==> config.mk <==
export PLATFORM = sky130hd
export DESIGN_NAME = fft_stage_pingpong_buffer
export DESIGN_NICKNAME = d
export VERILOG_FILES = /design/src/rtl/fft_stage_pingpong_buffer.sv
export SDC_FILE = /design/constraint.sdc
export NUM_CORES = 2
export LEC_CHECK = 0
export ABC_AREA = 1
export ABC_CLOCK_PERIOD_IN_PS = 5110
export BUFFER_PORTS_ARGS = -buffer_cell sky130_fd_sc_hd__buf_2
export CAP_MARGIN = 0
export CORE_UTILIZATION = 32
export CTS_BUF_LIST = sky130_fd_sc_hd__clkbuf_16
export CTS_CLUSTER_DIAMETER = 30
export DETAILED_ROUTE_END_ITERATION = 7
export GPL_TIMING_DRIVEN = 0
export PLACE_DENSITY = 0.57
export SETUP_SLACK_MARGIN = 0.2
export SLEW_MARGIN = 25
export SYNTH_ARGS = -nofsm -noshare
export SYNTH_HDL_FRONTEND = slang
export SYNTH_SLANG_ARGS = --single-unit
export TNS_END_PERCENT = 10
==> constraint.sdc <==
create_clock -name clk -period 5.11 [get_ports clk]
set_input_delay 1.533 -clock clk [delete_from_list [all_inputs] [get_ports clk]]
set_output_delay 1.533 -clock clk [all_outputs]
set_load 0.01 [all_outputs]
==> src/rtl/fft_stage_pingpong_buffer.sv <==
// Two-frame ping/pong buffer between FFT stages.
// Each accepted frame can be halved with rounding and/or lane-reordered into
// bit-reversed order before being stored; the head frame is presented
// straight from the bank registers so the output path has no input logic.
module fft_stage_pingpong_buffer #(
  parameter int WIDTH = 16,
  parameter int NPTS  = 16
) (
  input  logic                    clk,
  input  logic                    rst_n,
  input  logic                    in_valid,
  output logic                    in_ready,
  input  logic [NPTS*WIDTH-1:0]   in_re,
  input  logic [NPTS*WIDTH-1:0]   in_im,
  input  logic                    bitrev_en,
  input  logic                    scale_en,
  output logic                    out_valid,
  input  logic                    out_ready,
  output logic [NPTS*WIDTH-1:0]   out_re,
  output logic [NPTS*WIDTH-1:0]   out_im,
  output logic [1:0]              level
);

  localparam int LOG2N = $clog2(NPTS);
  localparam int FW    = NPTS * WIDTH;

  // Reverse the bit order of a lane index.
  function automatic logic [LOG2N-1:0] bitrev(input logic [LOG2N-1:0] k);
    logic [LOG2N-1:0] r;
    r = '0;
    for (int b = 0; b < LOG2N; b++) begin
      r[b] = k[LOG2N-1-b];
    end
    return r;
  endfunction

  // Frame storage and control state.
  logic [FW-1:0] bank_re_reg [2];
  logic [FW-1:0] bank_im_reg [2];
  logic          wp_reg, wp_next;
  logic          rp_reg, rp_next;
  logic [1:0]    count_reg, count_next;

  logic          accept;
  logic          pop;

  // Datapath: optional rounding halve, then optional bit-reverse reorder.
  logic [FW-1:0] scaled_re;
  logic [FW-1:0] scaled_im;
  logic [FW-1:0] wr_re;
  logic [FW-1:0] wr_im;

  genvar gi;

  // (x + 1) >>> 1 evaluated one bit wider so +1 on the maximum value
  // cannot wrap; the shifted result always fits back in WIDTH bits.
  generate
    for (gi = 0; gi < NPTS; gi++) begin : g_scale
      logic signed [WIDTH:0] ext_re;
      logic signed [WIDTH:0] ext_im;
      assign ext_re = $signed({in_re[gi*WIDTH+WIDTH-1], in_re[gi*WIDTH +: WIDTH]})
                      + $signed((WIDTH+1)'(1));
      assign ext_im = $signed({in_im[gi*WIDTH+WIDTH-1], in_im[gi*WIDTH +: WIDTH]})
                      + $signed((WIDTH+1)'(1));
      assign scaled_re[gi*WIDTH +: WIDTH] = scale_en ? ext_re[WIDTH:1]
                                                     : in_re[gi*WIDTH +: WIDTH];
      assign scaled_im[gi*WIDTH +: WIDTH] = scale_en ? ext_im[WIDTH:1]
                                                     : in_im[gi*WIDTH +: WIDTH];
    end
  endgenerate

  // Bit reversal is its own inverse, so storing lane k at bitrev(k) is the
  // same as filling stored lane j from input lane bitrev(j).
  generate
    for (gi = 0; gi < NPTS; gi++) begin : g_reorder
      localparam int SRC = int'(bitrev(LOG2N'(gi)));
      assign wr_re[gi*WIDTH +: WIDTH] = bitrev_en ? scaled_re[SRC*WIDTH +: WIDTH]
                                                  : scaled_re[gi*WIDTH +: WIDTH];
      assign wr_im[gi*WIDTH +: WIDTH] = bitrev_en ? scaled_im[SRC*WIDTH +: WIDTH]
                                                  : scaled_im[gi*WIDTH +: WIDTH];
    end
  endgenerate

  // Handshake outputs come only from registered state.
  assign in_ready  = (count_reg != 2'd2);
  assign out_valid = (count_reg != 2'd0);
  assign level     = count_reg;
  assign out_re    = bank_re_reg[rp_reg];
  assign out_im    = bank_im_reg[rp_reg];

  assign accept = in_valid && in_ready;
  assign pop    = out_valid && out_ready;

  // Next pointer/occupancy; a same-cycle accept and pop leaves count unchanged.
  always_comb begin
    wp_next    = wp_reg;
    rp_next    = rp_reg;
    count_next = count_reg;
    if (accept) begin
      wp_next = ~wp_reg;
    end
    if (pop) begin
      rp_next = ~rp_reg;
    end
    case ({accept, pop})
      2'b10:   count_next = count_reg + 2'd1;
      2'b01:   count_next = count_reg - 2'd1;
      default: count_next = count_reg;
    endcase
  end

  // Control state register.
  always_ff @(posedge clk or negedge rst_n) begin
    if (!rst_n) begin
      wp_reg    <= 1'b0;
      rp_reg    <= 1'b0;
      count_reg <= 2'd0;
    end else begin
      wp_reg    <= wp_next;
      rp_reg    <= rp_next;
      count_reg <= count_next;
    end
  end

  // Bank write; banks are cleared on reset so outputs read zero afterwards.
  always_ff @(posedge clk or negedge rst_n) begin
    if (!rst_n) begin
      bank_re_reg[0] <= '0;
      bank_re_reg[1] <= '0;
      bank_im_reg[0] <= '0;
      bank_im_reg[1] <= '0;
    end else if (accept) begin
      bank_re_reg[wp_reg] <= wr_re;
      bank_im_reg[wp_reg] <= wr_im;
    end
  end

endmodule

==> out/summary.md <==
The flow ran to the end, and the final reports show no timing, DRC or antenna violations. The portion of the post-synthesis area used by sequential elements is 0.3947, and the cell area after synthesis is 0.06518 mm². For the final number of max-transition violations, the log shows 0.

Power spread over the standard cell area amounts to 672.0 mW/mm². The number of iterations in the first detailed-routing pass was 6. After global routing the overflow that remains totals 0. Across the run, the number of max-cap violations was 0.

Counting flops and latches in the post-synthesis netlist gives 1028. Compared with the post-synthesis result, the final layout area differs by 30.17%. In this run the remaining antenna-violating nets after routing total 0.

The floorplan step defined a die boundary enclosing 0.2055 mm². The top achievable clock speed is 0.1997 GHz, and the largest fanout of any net on the critical path is 10. For the worst setup path, the data arrival time is 3.48 ns.

The logs give 74460 for the via count of the first global-routing pass and 5 for the CTS H-tree depth. The relative max-transition margin was 0.1149. STA puts the critical path data required time at 3.58 ns. The tools report the number of different library cells in the post-synthesis netlist as 34. The cell with the most instances after synthesis was sky130_fd_sc_hd__nand2_1. TritonCTS built the clock tree. The detailed router placed 79990 vias in this run. The logs give 0 for the number of warnings printed during yosys synthesis and 31.76 mW for the internal cell power. The tools report the met3 wire length as 40730 µm.

Walking the worst path, the cells encountered are buf_2 -> inv_4 -> clkbuf_2 -> clkbuf_1 -> nand2_1 -> nand2_1 -> buf_2. The synthesized area per cell is 6.510 µm². The clock reaches the later pin of the worst-skew pair after 0.94 ns.

Counting I/O delays and the setup requirement, the final critical path takes 5.008 ns. The final-report setup violation count was 0; the detailed-route wire length was 426400 µm. The power share of the clock group is 0.332. The maximum ir drop on the vdd rail was 0.4315 mV; the wire length per cell was 29.60 µm.

Entering global routing, the biggest net connects 125 pins. The run gives 4 as the worst-case clock buffer depth. The switching power came out at 25.26 mW. The area fraction of the dominant cell type after synthesis was 0.3947. Overall routing resource usage: 0.4013. Setup repair after global routing could not meet its margin everywhere.

The initial standard-cell utilization of the core was 0.3221; the core region area was 0.2023 mm². The number of endpoints with negative hold slack in the final report came out at 0. The cell class contributing the biggest share of worst-path delay is buffers and inverters. For the DRC violations left, the log shows 0. Ranked by total cell area, the synthesized netlist is headed by sky130_fd_sc_hd__dfrtp_1, sky130_fd_sc_hd__nand2_1, sky130_fd_sc_hd__nand3_1.

Pin placement for this block handled 1034 I/O pins. The portion of total power attributed to combinational logic was 0.421. Measured along the y axis, the die boundary spans 453.3 µm. At the end of routability-driven placement, the weighted congestion stood at 1.001. The run gives 1028 as the number of clock sinks. In this run the worst hold path is classified as reg2reg. In this run the core area contains 165 standard-cell rows. The final-layout setup total negative slack came out at 0 ns. Sorting the synthesized cells by how often they occur yields sky130_fd_sc_hd__nand2_1, sky130_fd_sc_hd__nand3_1, sky130_fd_sc_hd__dfrtp_1, sky130_fd_sc_hd__inv_1, sky130_fd_sc_hd__nor2_1. Power comes to 57.01 mW. The path type of the worst setup path was reg2out.

The tools report the met1 wire length as 157100 µm. The first global-routing pass estimated 573500 µm of wire. HPWL after detailed placement: 328000 µm. Clock-pin slew reported for the worst setup and hold paths after clock tree synthesis: 0.04 ns. The tools report the sort of element at the end of the critical path as a primary output. The share of async-settable or async-resettable flops after synthesis came out at 1.000. The count of buffers added on input and output ports is 1030.

Summed over all instances, the cell type with the most area after synthesis is sky130_fd_sc_hd__dfrtp_1. The number of instances in the synthesized netlist was 10010; the detailed-route vias per instance was 5.553. TritonCTS created 323 clock buffers.

At the pin with the least slew margin, the transition time is 1.328 ns. Counting both buffers and inverters, the worst setup path holds a total of 5. For this run, the post-layout net count is 11940.

The post-synthesis net count came out at 10560. The fraction of power spent switching nets was 0.4430. The number of flops mapped to enable cells by yosys was 0; the number of antenna violations at the first check in global routing was 175. The routed design uses 188400 µm of met2 wire.

The share of cells above drive strength 1 is 0.1674, and the clock tree skew after final layout is 0.05409 ns. The standby leakage power was 46.04 nW. The delay contributed by the slowest stage of the critical path is 0.59 ns, and the sequential power share is 0.247. The final cell utilization of the core came out at 0.4193.

The detailed router used layers up to and including met5. The root buffer cell chosen for the clock tree is sky130_fd_sc_hd__clkbuf_16. The die boundary width was 453.3 µm.

Post-route fraction of the period consumed by the critical path: 0.9801. The kind of launch point of the worst setup path was a flip-flop. After the first detailed-routing iteration, the DRC count stood at 10250. The layout has 21600 filler cells. The most common flop cell mapped by yosys is sky130_fd_sc_hd__dfrtp_1. Among all stages on the critical path, the largest delay is contributed by sky130_fd_sc_hd__clkbuf_1.
## what timing repair did
action                                 4_1_cts  5_1_grt
buffers inserted                             0        0
endpoints found under the hold margin        0        0
hold buffers                                 0        0
setup endpoints to repair                  462       69
resized for setup                           26       14
gates cloned                                 0        0
## worst paths after layout
kind / from / end / slack [ns] / depth (start not counted)
worst max-delay path: rp_reg$_DFFE_PN0P_ / out_re[196] / 0.10 / 7
worst min-delay path: bank_re_reg[389]$_DFFE_PN0P_ / bank_re_reg[389]$_DFFE_PN0P_ / 0.47 / 2
worst max register to register: level[0]$_DFFE_PN0P_ / bank_im_reg[46]$_DFFE_PN0P_ / 2.15 / 8
worst min register to register: bank_re_reg[389]$_DFFE_PN0P_ / bank_re_reg[389]$_DFFE_PN0P_ / 0.47 / 2
max in group asynchronous: rst_n / bank_im_reg[331]$_DFFE_PN0P_ / 1.76 / 5
min in group asynchronous: rst_n / bank_re_reg[394]$_DFFE_PN0P_ / 0.54 / 1
## power groups by stage
stage | Sequential (mW) | Combinational [mW] | Clock (mW)
2_1_floorplan | 13.6 | 11.7 | 0
3_3_place_gp | 14.0 | 23.0 | 0
3_5_place_dp | 14.0 | 23.3 | 0
4_1_cts | 14.0 | 23.5 | 18.9
5_1_grt | 14.5 | 25.3 | 19.4
6_report | 14.1 | 24.0 | 18.9
## area by class of cell
cell class	instances	area [µm²]	share of cell area
antenna	111	277.8	0.003274
buffer	534	3015	0.03554
clock buffer	328	8208	0.09674
clock inverter	228	1954	0.02304
inverter	518	1947	0.02295
multi-input combinational	7931	34580	0.4076
sequential	1028	25720	0.3032
tap	2672	3343	0.03941
timing repair buffer	1055	5793	0.06828
## stage by stage
| stage | instances | hold WS (ns) | area, µm² | setup WS, ns |
|---|---|---|---|---|
| 2_1_floorplan | 10010 | 0.4489 | 65180 | 2.253 |
| 3_3_place_gp | 13710 | 0.4615 | 73670 | -20.93 |
| 3_5_place_dp | 13740 | 0.4649 | 74350 | 0.5796 |
| 4_1_cts | 14290 | 0.4763 | 84550 | 0.09112 |
| 5_1_grt | 14360 | 0.4861 | 84730 | 0.09168 |
| 6_report | 14410 | 0.4726 | 84840 | 0.1016 |
## worst register-to-register path, stage by stage, from the launching register on
cell and delay, ns:
sky130_fd_sc_hd__dfrtp_1 0.43, sky130_fd_sc_hd__inv_2 0.10, sky130_fd_sc_hd__nand2_4 0.08, sky130_fd_sc_hd__nand3_2 0.22, sky130_fd_sc_hd__buf_6 0.32, sky130_fd_sc_hd__buf_2 0.75, sky130_fd_sc_hd__clkbuf_1 0.69, sky130_fd_sc_hd__nand2_1 0.14
sky130_fd_sc_hd__nand2_1 0.11
## per-layer routing
layer  vias to the layer above  track usage
li1                      35000            -
met1                     38490       0.4745
met2                      5126       0.6159
met3                      1344      0.09256
met4                        36       0.3407
met5                         -            0
## placed cells by master, fill, tap and decap left out, drive strengths merged
cell      netlist  routed
nand2        4778    4778
nand3        1602    1602
buf           373    1428
dfrtp        1028    1028
inv           518     567
o21ai         548     548
clkbuf        161     489
nor2          476     476
clkinv          0     136
diode           0     111
nand4         103     103
xor2           98      98
xnor2          95      95
a21oi          56      56
o21bai         50      50
ha             33      33
o211ai         32      32
bufinv          0      32
nor3           26      26
clkinvlp        0      11
nand3b         10      10
or2             8       8
o22ai           7       7
a31oi           4       4
a2bb2oi         3       3
nor3b           1       1
mux2i           1       1
## kinds of logic (layout without fill, tap and decap cells)
logic type,Yosys count,after routing,synth area share
DFF,1028,1028,0.3947
adders and majority gates,33,33,0.006335
AOI/OAI and AO/OA,700,700,0.05729
xor gates and xnor gates,193,193,0.02594
muxes,1,1,0.0001536
buffers and inverters,1052,2663,0.07476
and+or+nand+nor,7004,7004,0.4408
other,0,111,0
No activity file was read; power rests on OpenSTA's default activity.
